[config.mk]
export PLATFORM = sky130hd
export DESIGN_NAME = elastic_stage
export DESIGN_NICKNAME = d
export VERILOG_FILES = /design/src/rtl/pipe_pkg.sv /design/src/rtl/elastic_stage_ctrl.sv /design/src/rtl/elastic_stage.sv
export SDC_FILE = /design/constraint.sdc
export NUM_CORES = 1
export LEC_CHECK = 0
export ABC_AREA = 0
export BUFFER_PORTS_ARGS = -buffer_cell sky130_fd_sc_hd__buf_2
export CAP_MARGIN = 20
export CELL_PAD_IN_SITES_DETAIL_PLACEMENT = 1
export CELL_PAD_IN_SITES_GLOBAL_PLACEMENT = 1
export CORE_ASPECT_RATIO = 0.8
export CORE_MARGIN = 2
export CORE_UTILIZATION = 45
export CTS_BUF_LIST = sky130_fd_sc_hd__clkbuf_8
export DETAILED_ROUTE_END_ITERATION = 10
export PLACE_DENSITY = 0.92
export SLEW_MARGIN = 20
export SYNTH_ARGS = -nofsm -noshare
export SYNTH_HDL_FRONTEND = slang
export SYNTH_HIERARCHICAL = 1
export SYNTH_SLANG_ARGS = --single-unit
[constraint.sdc]
create_clock -name clock -period 5.3 [get_ports clock]
set_input_delay 0.795 -clock clock [delete_from_list [all_inputs] [get_ports clock]]
set_output_delay 0.795 -clock clock [all_outputs]
set_load 0.01 [all_outputs]
[src/rtl/pipe_pkg.sv]
// -----------------------------------------------------------------------------
// pipe_pkg
// Shared definitions for the MIPS32 pipeline stages.
//   EXC_WIDTH_DEFAULT : default width of the exception-code field
//   EXC_*             : CP0 Cause.ExcCode values carried alongside entries
//   ptr_wrap_inc()    : circular-buffer pointer increment for any depth,
//                       including depths that are not a power of two
// -----------------------------------------------------------------------------
package pipe_pkg;

  localparam int EXC_WIDTH_DEFAULT = 5;

  // Cause.ExcCode encodings
  localparam logic [4:0] EXC_INT  = 5'd0;   // interrupt
  localparam logic [4:0] EXC_ADEL = 5'd4;   // address error, load / fetch
  localparam logic [4:0] EXC_ADES = 5'd5;   // address error, store
  localparam logic [4:0] EXC_SYS  = 5'd8;   // syscall
  localparam logic [4:0] EXC_BP   = 5'd9;   // breakpoint
  localparam logic [4:0] EXC_RI   = 5'd10;  // reserved instruction
  localparam logic [4:0] EXC_CPU  = 5'd11;  // coprocessor unusable
  localparam logic [4:0] EXC_OV   = 5'd12;  // arithmetic overflow
  localparam logic [4:0] EXC_TR   = 5'd13;  // trap

  // Advance a pointer that runs 0..depth-1 and wraps back to 0.
  function automatic int ptr_wrap_inc(input int ptr, input int depth);
    if (ptr >= depth - 1) begin
      return 0;
    end
    return ptr + 1;
  endfunction

endpackage

[src/rtl/elastic_stage_ctrl.sv]
// -----------------------------------------------------------------------------
// elastic_stage_ctrl
// Bookkeeping for the elastic stage: read/write pointers, occupancy count,
// exception fence and the two handshake outputs.
//   i_clk, i_srst       : clock, synchronous active-high reset
//   i_flush             : synchronous kill of all entries and the fence
//   i_in_valid          : upstream offers an entry
//   i_in_exception      : offered entry carries an exception (arms the fence)
//   i_out_ready         : downstream takes the head this cycle
//   o_in_ready          : stage accepts the offered entry this cycle
//   o_out_valid         : head entry is presented downstream
//   o_push              : entry is written this cycle (storage write enable)
//   o_wr_ptr, o_rd_ptr  : slot to write / slot presented at the head
//   o_occupancy         : entries held
//   o_fenced            : fence active
// -----------------------------------------------------------------------------
module elastic_stage_ctrl
  import pipe_pkg::*;
#(
  parameter int DEPTH    = 2,
  parameter int FENCE_EN = 1,
  parameter int PTR_W    = (DEPTH > 1) ? $clog2(DEPTH) : 1,
  parameter int OCC_W    = $clog2(DEPTH + 1)
) (
  input  logic             i_clk,
  input  logic             i_srst,
  input  logic             i_flush,
  input  logic             i_in_valid,
  input  logic             i_in_exception,
  input  logic             i_out_ready,
  output logic             o_in_ready,
  output logic             o_out_valid,
  output logic             o_push,
  output logic [PTR_W-1:0] o_wr_ptr,
  output logic [PTR_W-1:0] o_rd_ptr,
  output logic [OCC_W-1:0] o_occupancy,
  output logic             o_fenced
);

  logic [PTR_W-1:0] r_wr_ptr;
  logic [PTR_W-1:0] r_rd_ptr;
  logic [OCC_W-1:0] r_occ;
  logic             r_fenced;

  logic             w_full;
  logic             w_in_ready;
  logic             w_out_valid;
  logic             w_push;
  logic             w_pop;
  logic [PTR_W-1:0] w_wr_ptr_next;
  logic [PTR_W-1:0] w_rd_ptr_next;
  logic [OCC_W-1:0] w_occ_next;
  logic             w_fenced_next;

  assign w_full = (r_occ == OCC_W'(DEPTH));

  // When full, out_ready alone opens the input: the head is always valid
  // whenever the buffer is full and flush is low, so out_ready implies a pop
  // on the same edge and the freed slot can take the new entry.
  assign w_in_ready  = ~i_flush & ~r_fenced & (~w_full | i_out_ready);
  assign w_out_valid = (r_occ != '0) & ~i_flush;

  assign w_push = i_in_valid & w_in_ready;
  assign w_pop  = w_out_valid & i_out_ready;

  assign w_wr_ptr_next = PTR_W'(ptr_wrap_inc(int'(r_wr_ptr), DEPTH));
  assign w_rd_ptr_next = PTR_W'(ptr_wrap_inc(int'(r_rd_ptr), DEPTH));

  always_comb begin
    w_occ_next = r_occ;
    if (w_push && !w_pop) begin
      w_occ_next = r_occ + OCC_W'(1);
    end else if (!w_push && w_pop) begin
      w_occ_next = r_occ - OCC_W'(1);
    end
  end

  // The excepting entry is itself accepted; only later offers are refused.
  always_comb begin
    w_fenced_next = r_fenced;
    if ((FENCE_EN != 0) && w_push && i_in_exception) begin
      w_fenced_next = 1'b1;
    end
  end

  always_ff @(posedge i_clk) begin
    if (i_srst || i_flush) begin
      r_wr_ptr <= '0;
      r_rd_ptr <= '0;
      r_occ    <= '0;
      r_fenced <= 1'b0;
    end else begin
      if (w_push) begin
        r_wr_ptr <= w_wr_ptr_next;
      end
      if (w_pop) begin
        r_rd_ptr <= w_rd_ptr_next;
      end
      r_occ    <= w_occ_next;
      r_fenced <= w_fenced_next;
    end
  end

  assign o_in_ready  = w_in_ready;
  assign o_out_valid = w_out_valid;
  assign o_push      = w_push;
  assign o_wr_ptr    = r_wr_ptr;
  assign o_rd_ptr    = r_rd_ptr;
  assign o_occupancy = r_occ;
  assign o_fenced    = r_fenced;

endmodule

[src/rtl/elastic_stage.sv]
// -----------------------------------------------------------------------------
// elastic_stage
// Elastic inter-stage buffer for the MIPS32 pipeline: up to DEPTH entries in a
// circular buffer with valid/ready handshakes on both sides, synchronous
// flush, and an optional exception fence that blocks intake after an
// excepting entry is accepted until the next flush or reset.
//   clock, reset       : clock, synchronous active-high reset
//   flush              : synchronous kill of all entries and the fence
//   in_valid/in_ready  : upstream handshake
//   in_payload         : WIDTH-bit entry payload
//   in_exception       : entry carries an exception
//   in_exccode         : EXC_WIDTH-bit exception code
//   out_valid/out_ready: downstream handshake
//   out_payload        : head payload (don't-care while out_valid=0)
//   out_exception      : head exception flag (0 while out_valid=0)
//   out_exccode        : head exception code (don't-care while out_valid=0)
//   occupancy          : entries held
//   fenced             : fence active
// DEPTH is legal from 1 to 8.
// -----------------------------------------------------------------------------
module elastic_stage
  import pipe_pkg::*;
#(
  parameter int WIDTH     = 64,
  parameter int DEPTH     = 2,
  parameter int EXC_WIDTH = EXC_WIDTH_DEFAULT,
  parameter int FENCE_EN  = 1
) (
  input  logic                         clock,
  input  logic                         reset,
  input  logic                         flush,
  input  logic                         in_valid,
  output logic                         in_ready,
  input  logic [WIDTH-1:0]             in_payload,
  input  logic                         in_exception,
  input  logic [EXC_WIDTH-1:0]         in_exccode,
  output logic                         out_valid,
  input  logic                         out_ready,
  output logic [WIDTH-1:0]             out_payload,
  output logic                         out_exception,
  output logic [EXC_WIDTH-1:0]         out_exccode,
  output logic [$clog2(DEPTH+1)-1:0]   occupancy,
  output logic                         fenced
);

  localparam int PTR_W = (DEPTH > 1) ? $clog2(DEPTH) : 1;
  localparam int OCC_W = $clog2(DEPTH + 1);

  logic             w_push;
  logic             w_out_valid;
  logic [PTR_W-1:0] w_wr_ptr;
  logic [PTR_W-1:0] w_rd_ptr;

  logic [WIDTH-1:0]     w_slot_payload [DEPTH];
  logic                 w_slot_exc     [DEPTH];
  logic [EXC_WIDTH-1:0] w_slot_code    [DEPTH];

  elastic_stage_ctrl #(
    .DEPTH    (DEPTH),
    .FENCE_EN (FENCE_EN),
    .PTR_W    (PTR_W),
    .OCC_W    (OCC_W)
  ) u_ctrl (
    .i_clk          (clock),
    .i_srst         (reset),
    .i_flush        (flush),
    .i_in_valid     (in_valid),
    .i_in_exception (in_exception),
    .i_out_ready    (out_ready),
    .o_in_ready     (in_ready),
    .o_out_valid    (w_out_valid),
    .o_push         (w_push),
    .o_wr_ptr       (w_wr_ptr),
    .o_rd_ptr       (w_rd_ptr),
    .o_occupancy    (occupancy),
    .o_fenced       (fenced)
  );

  // One register set per slot, written only when the write pointer selects
  // it. Contents are never reset: validity is tracked entirely by occupancy.
  genvar gi;
  generate
    for (gi = 0; gi < DEPTH; gi++) begin : g_slot
      logic [WIDTH-1:0]     r_payload;
      logic                 r_exc;
      logic [EXC_WIDTH-1:0] r_code;

      always_ff @(posedge clock) begin
        if (w_push && (w_wr_ptr == PTR_W'(gi))) begin
          r_payload <= in_payload;
          r_exc     <= in_exception;
          r_code    <= in_exccode;
        end
      end

      assign w_slot_payload[gi] = r_payload;
      assign w_slot_exc[gi]     = r_exc;
      assign w_slot_code[gi]    = r_code;
    end
  endgenerate

  // Head mux. The exception flag is qualified by out_valid so a stale slot
  // can never raise a spurious exception downstream.
  assign out_valid     = w_out_valid;
  assign out_payload   = w_slot_payload[w_rd_ptr];
  assign out_exccode   = w_slot_code[w_rd_ptr];
  assign out_exception = w_out_valid & w_slot_exc[w_rd_ptr];

endmodule
==> out/results.tsv <==
metric	value	unit
status	completed	
multi-input logic area	1230	um^2
Vias	2819	
clk sinks	145	
cell row count	36	
1st-pass router iterations	4	
first-pass GRT wire length	16900	um
Mapped Area	5620	um^2
Slew Limit Fails	0	
crit-path cells	buf_4, mux2_4, buf_2	
yosys warns	6	
worst-skew pair later-pin latency	430	ps
drt wl/cell	18.9	um
Mapped Nets	325	
gpl congestion	0.724	
Routed WL	10900	um
slowest CP cell	dfxtp_4	
Setup Skew	9.31	ps
# diodes	0	
crit path launch type	register	
H-tree depth	4	
sequential share of the synthesized area	76.6	%
clk slew on worst S/H paths	80	ps
die width	129	um
CP top delay family	flip-flops	
CP Capture Type	output pin	
hpwl dp	7250	um
Inst Count DP	544	
EDFF count, synth	140	
synthesized instance count	249	
WS Path Type	reg -> out	
Resize count post-CTS	0	
Max Cap Viol	0	
clock period minus worst slack	3250	ps
IO Pins	150	
Reg-to-Reg Start	u_ctrl/o_occupancy[0]	
initial antenna violation count	0	
period utilization	61.4	%
Root Driver	clkbuf_8	
CTS max path bufs	2	
Avg Inst Size Synth	22.6	um^2
WHS Endpoint	u_ctrl/o_wr_ptr	
Hold Path Depth	2	
Starting Density	46.2	%
Hold Vio Cnt, Final	0	
FF-to-FF End	g_slot[0].r_payload[10]	
drt drc	0	
# fillers	1138	
largest net degree at the start of global routing	71	
WP data required	4510	ps
fmax	0.307	GHz
dpl cell area	6490	um^2
R2R depth	4	
Die ar.	13400	um^2
Top FF cell, synth	edfxtp_1	
worst slew margin relative to its limit	32.9	%
Lkg Pwr	0.00268	uW
Hold Buf Count CTS	0	
Reg area	4310	um^2
r2r setup slk	2750	ps
Area Overhead vs Synth	22.8	%
largest stage delay on the critical path	940	ps
Place WS	2200	ps
Worst-Margin Slew	1010	ps
Worst Path Arrival	2460	ps
PwrDens	341	nW/um^2
critical path buffer and inverter count	2	
Async S/R FF share, synth	0	%
# nets final	487	
Yosys reg bits	145	
DR iter-0 viols	153	
top-count cell post-synth	edfxtp_1	
vias per cell	4.89	
largest area contributor in the netlist	edfxtp_1	
worst-path maximum fanout	46	
layout cells sized above 1	59.9	%
Post-CTS Setup Bufs	0	
RSZ-0062 raised after global routing	no	
CTS Buf Count	17	
classification of the worst-slack hold path	reg -> reg	
Hold Path Origin	u_ctrl/o_wr_ptr	
gr usage total	17.1	%
I/O Buffers	149	
number of global-route vias before repair	3177	
synth unique cells	20	
top post-synthesis cells by area	edfxtp_1, mux2_4, dfxtp_1	
Util after Layout	56.7	%
core area	12200	um^2
synth cell count leaders	edfxtp_1, mux2_4, buf_6	
gr ovfl total	0	
final setup margin	2050	ps
Setup-failing EPs final	0	
Final Non-Filler Cells	576	
Routed Antenna Nets	0	
TritonCTS clock tree	done	
Fin Setup TNS	0	ps
Synth top area share	74.8	%
finished layout cell area	6900	um^2
Die Ht	104	um
worst vdd ir	0.270	mV
[layer usage]
layer | GRT usage (%) | vias up | wire length [um]
li1 | - | 1304 | -
met2 | 28.3 | 108 | 5480
met3 | 5.56 | 15 | 692
met5 | 0 | - | 0
met1 | 20.4 | 1392 | 4550
met4 | 7.38 | 0 | 153
[power by group]
part / internal (uW) / switching [uW] / total, uW
combinational: 77.8 / 72.9 / 151
clock: 501 / 395 / 895
sequential: 1290 / 12.3 / 1310
[flip-flops by register name (all words and copies together) (netlist names)]
| name | count |
|---|---|
| g_slot.r_code | 10 |
| g_slot.r_exc | 2 |
| g_slot.r_payload | 128 |
| u_ctrl/o_fenced | 1 |
| u_ctrl/o_occupancy | 2 |
| u_ctrl/o_rd_ptr | 1 |
| u_ctrl/o_wr_ptr | 1 |
[per-stage QoR]
| stage | total power (uW) | hold WS, ps |
|---|---|---|
| final | 2350 | 536 |
| after global routing | 2430 | 510 |
| after CTS | 2380 | 507 |
| after detailed placement | 1480 | 531 |
| after global placement | 1470 | 494 |
| after floorplan | 1410 | 452 |
[layout by cell type (no fill, tap or decap), drive strengths merged, types with 2 or more instances in the layout]
cell        n
or3         3
dfxtp       5
edfxtp    140
nand2       3
nor2b       2
and2        2
nor2        4
mux2i       3
bufinv      4
clkinvlp    2
clkbuf     17
xor2        2
buf       151
mux2       69
clkinv      8
[area by class of cell]
type,count,area share (%)
clock buffer,17,3.39
clock inverter,15,2.52
multi-input combinational,96,17.8
sequential,145,62.5
tap,152,2.76
timing repair buffer,151,11.0
[worst register-to-register path: cells and delay by family, from the launching register on]
family	cells	cell delay (ps)
and+or+nand+nor	3	1060
buffers and inverters	1	650
DFF	1	430
[worst max path at each step]
stage,from,endpoint,slack (ps),cells after the start
2_1_floorplan,flush,g_slot[0].r_code[0],560,3
3_3_place_gp,flush,g_slot[0].r_payload[32],2380,5
3_5_place_dp,flush,g_slot[0].r_payload[32],2200,5
4_1_cts,u_ctrl/o_rd_ptr,out_exccode[0],1980,3
5_1_grt,u_ctrl/o_rd_ptr,out_exccode[0],1900,3
6_report,u_ctrl/o_rd_ptr,out_exccode[0],2050,3
[kinds of logic (layout without fill, tap and decap cells)]
| logic type | after synthesis | count (layout) | share of synthesized area (%) |
|---|---|---|---|
| multiplexers | 72 | 72 | 19.0 |
| AND/OR/NAND/NOR | 17 | 17 | 1.76 |
| flip-flops | 145 | 145 | 76.6 |
| buffers and inverters | 8 | 183 | 1.67 |
| AO/OA/AOI/OAI | 4 | 4 | 0.468 |
| XOR/XNOR | 2 | 2 | 0.312 |
| adder cells (fa/ha/maj) | 1 | 1 | 0.223 |
Power figures use the tool's default switching activity.
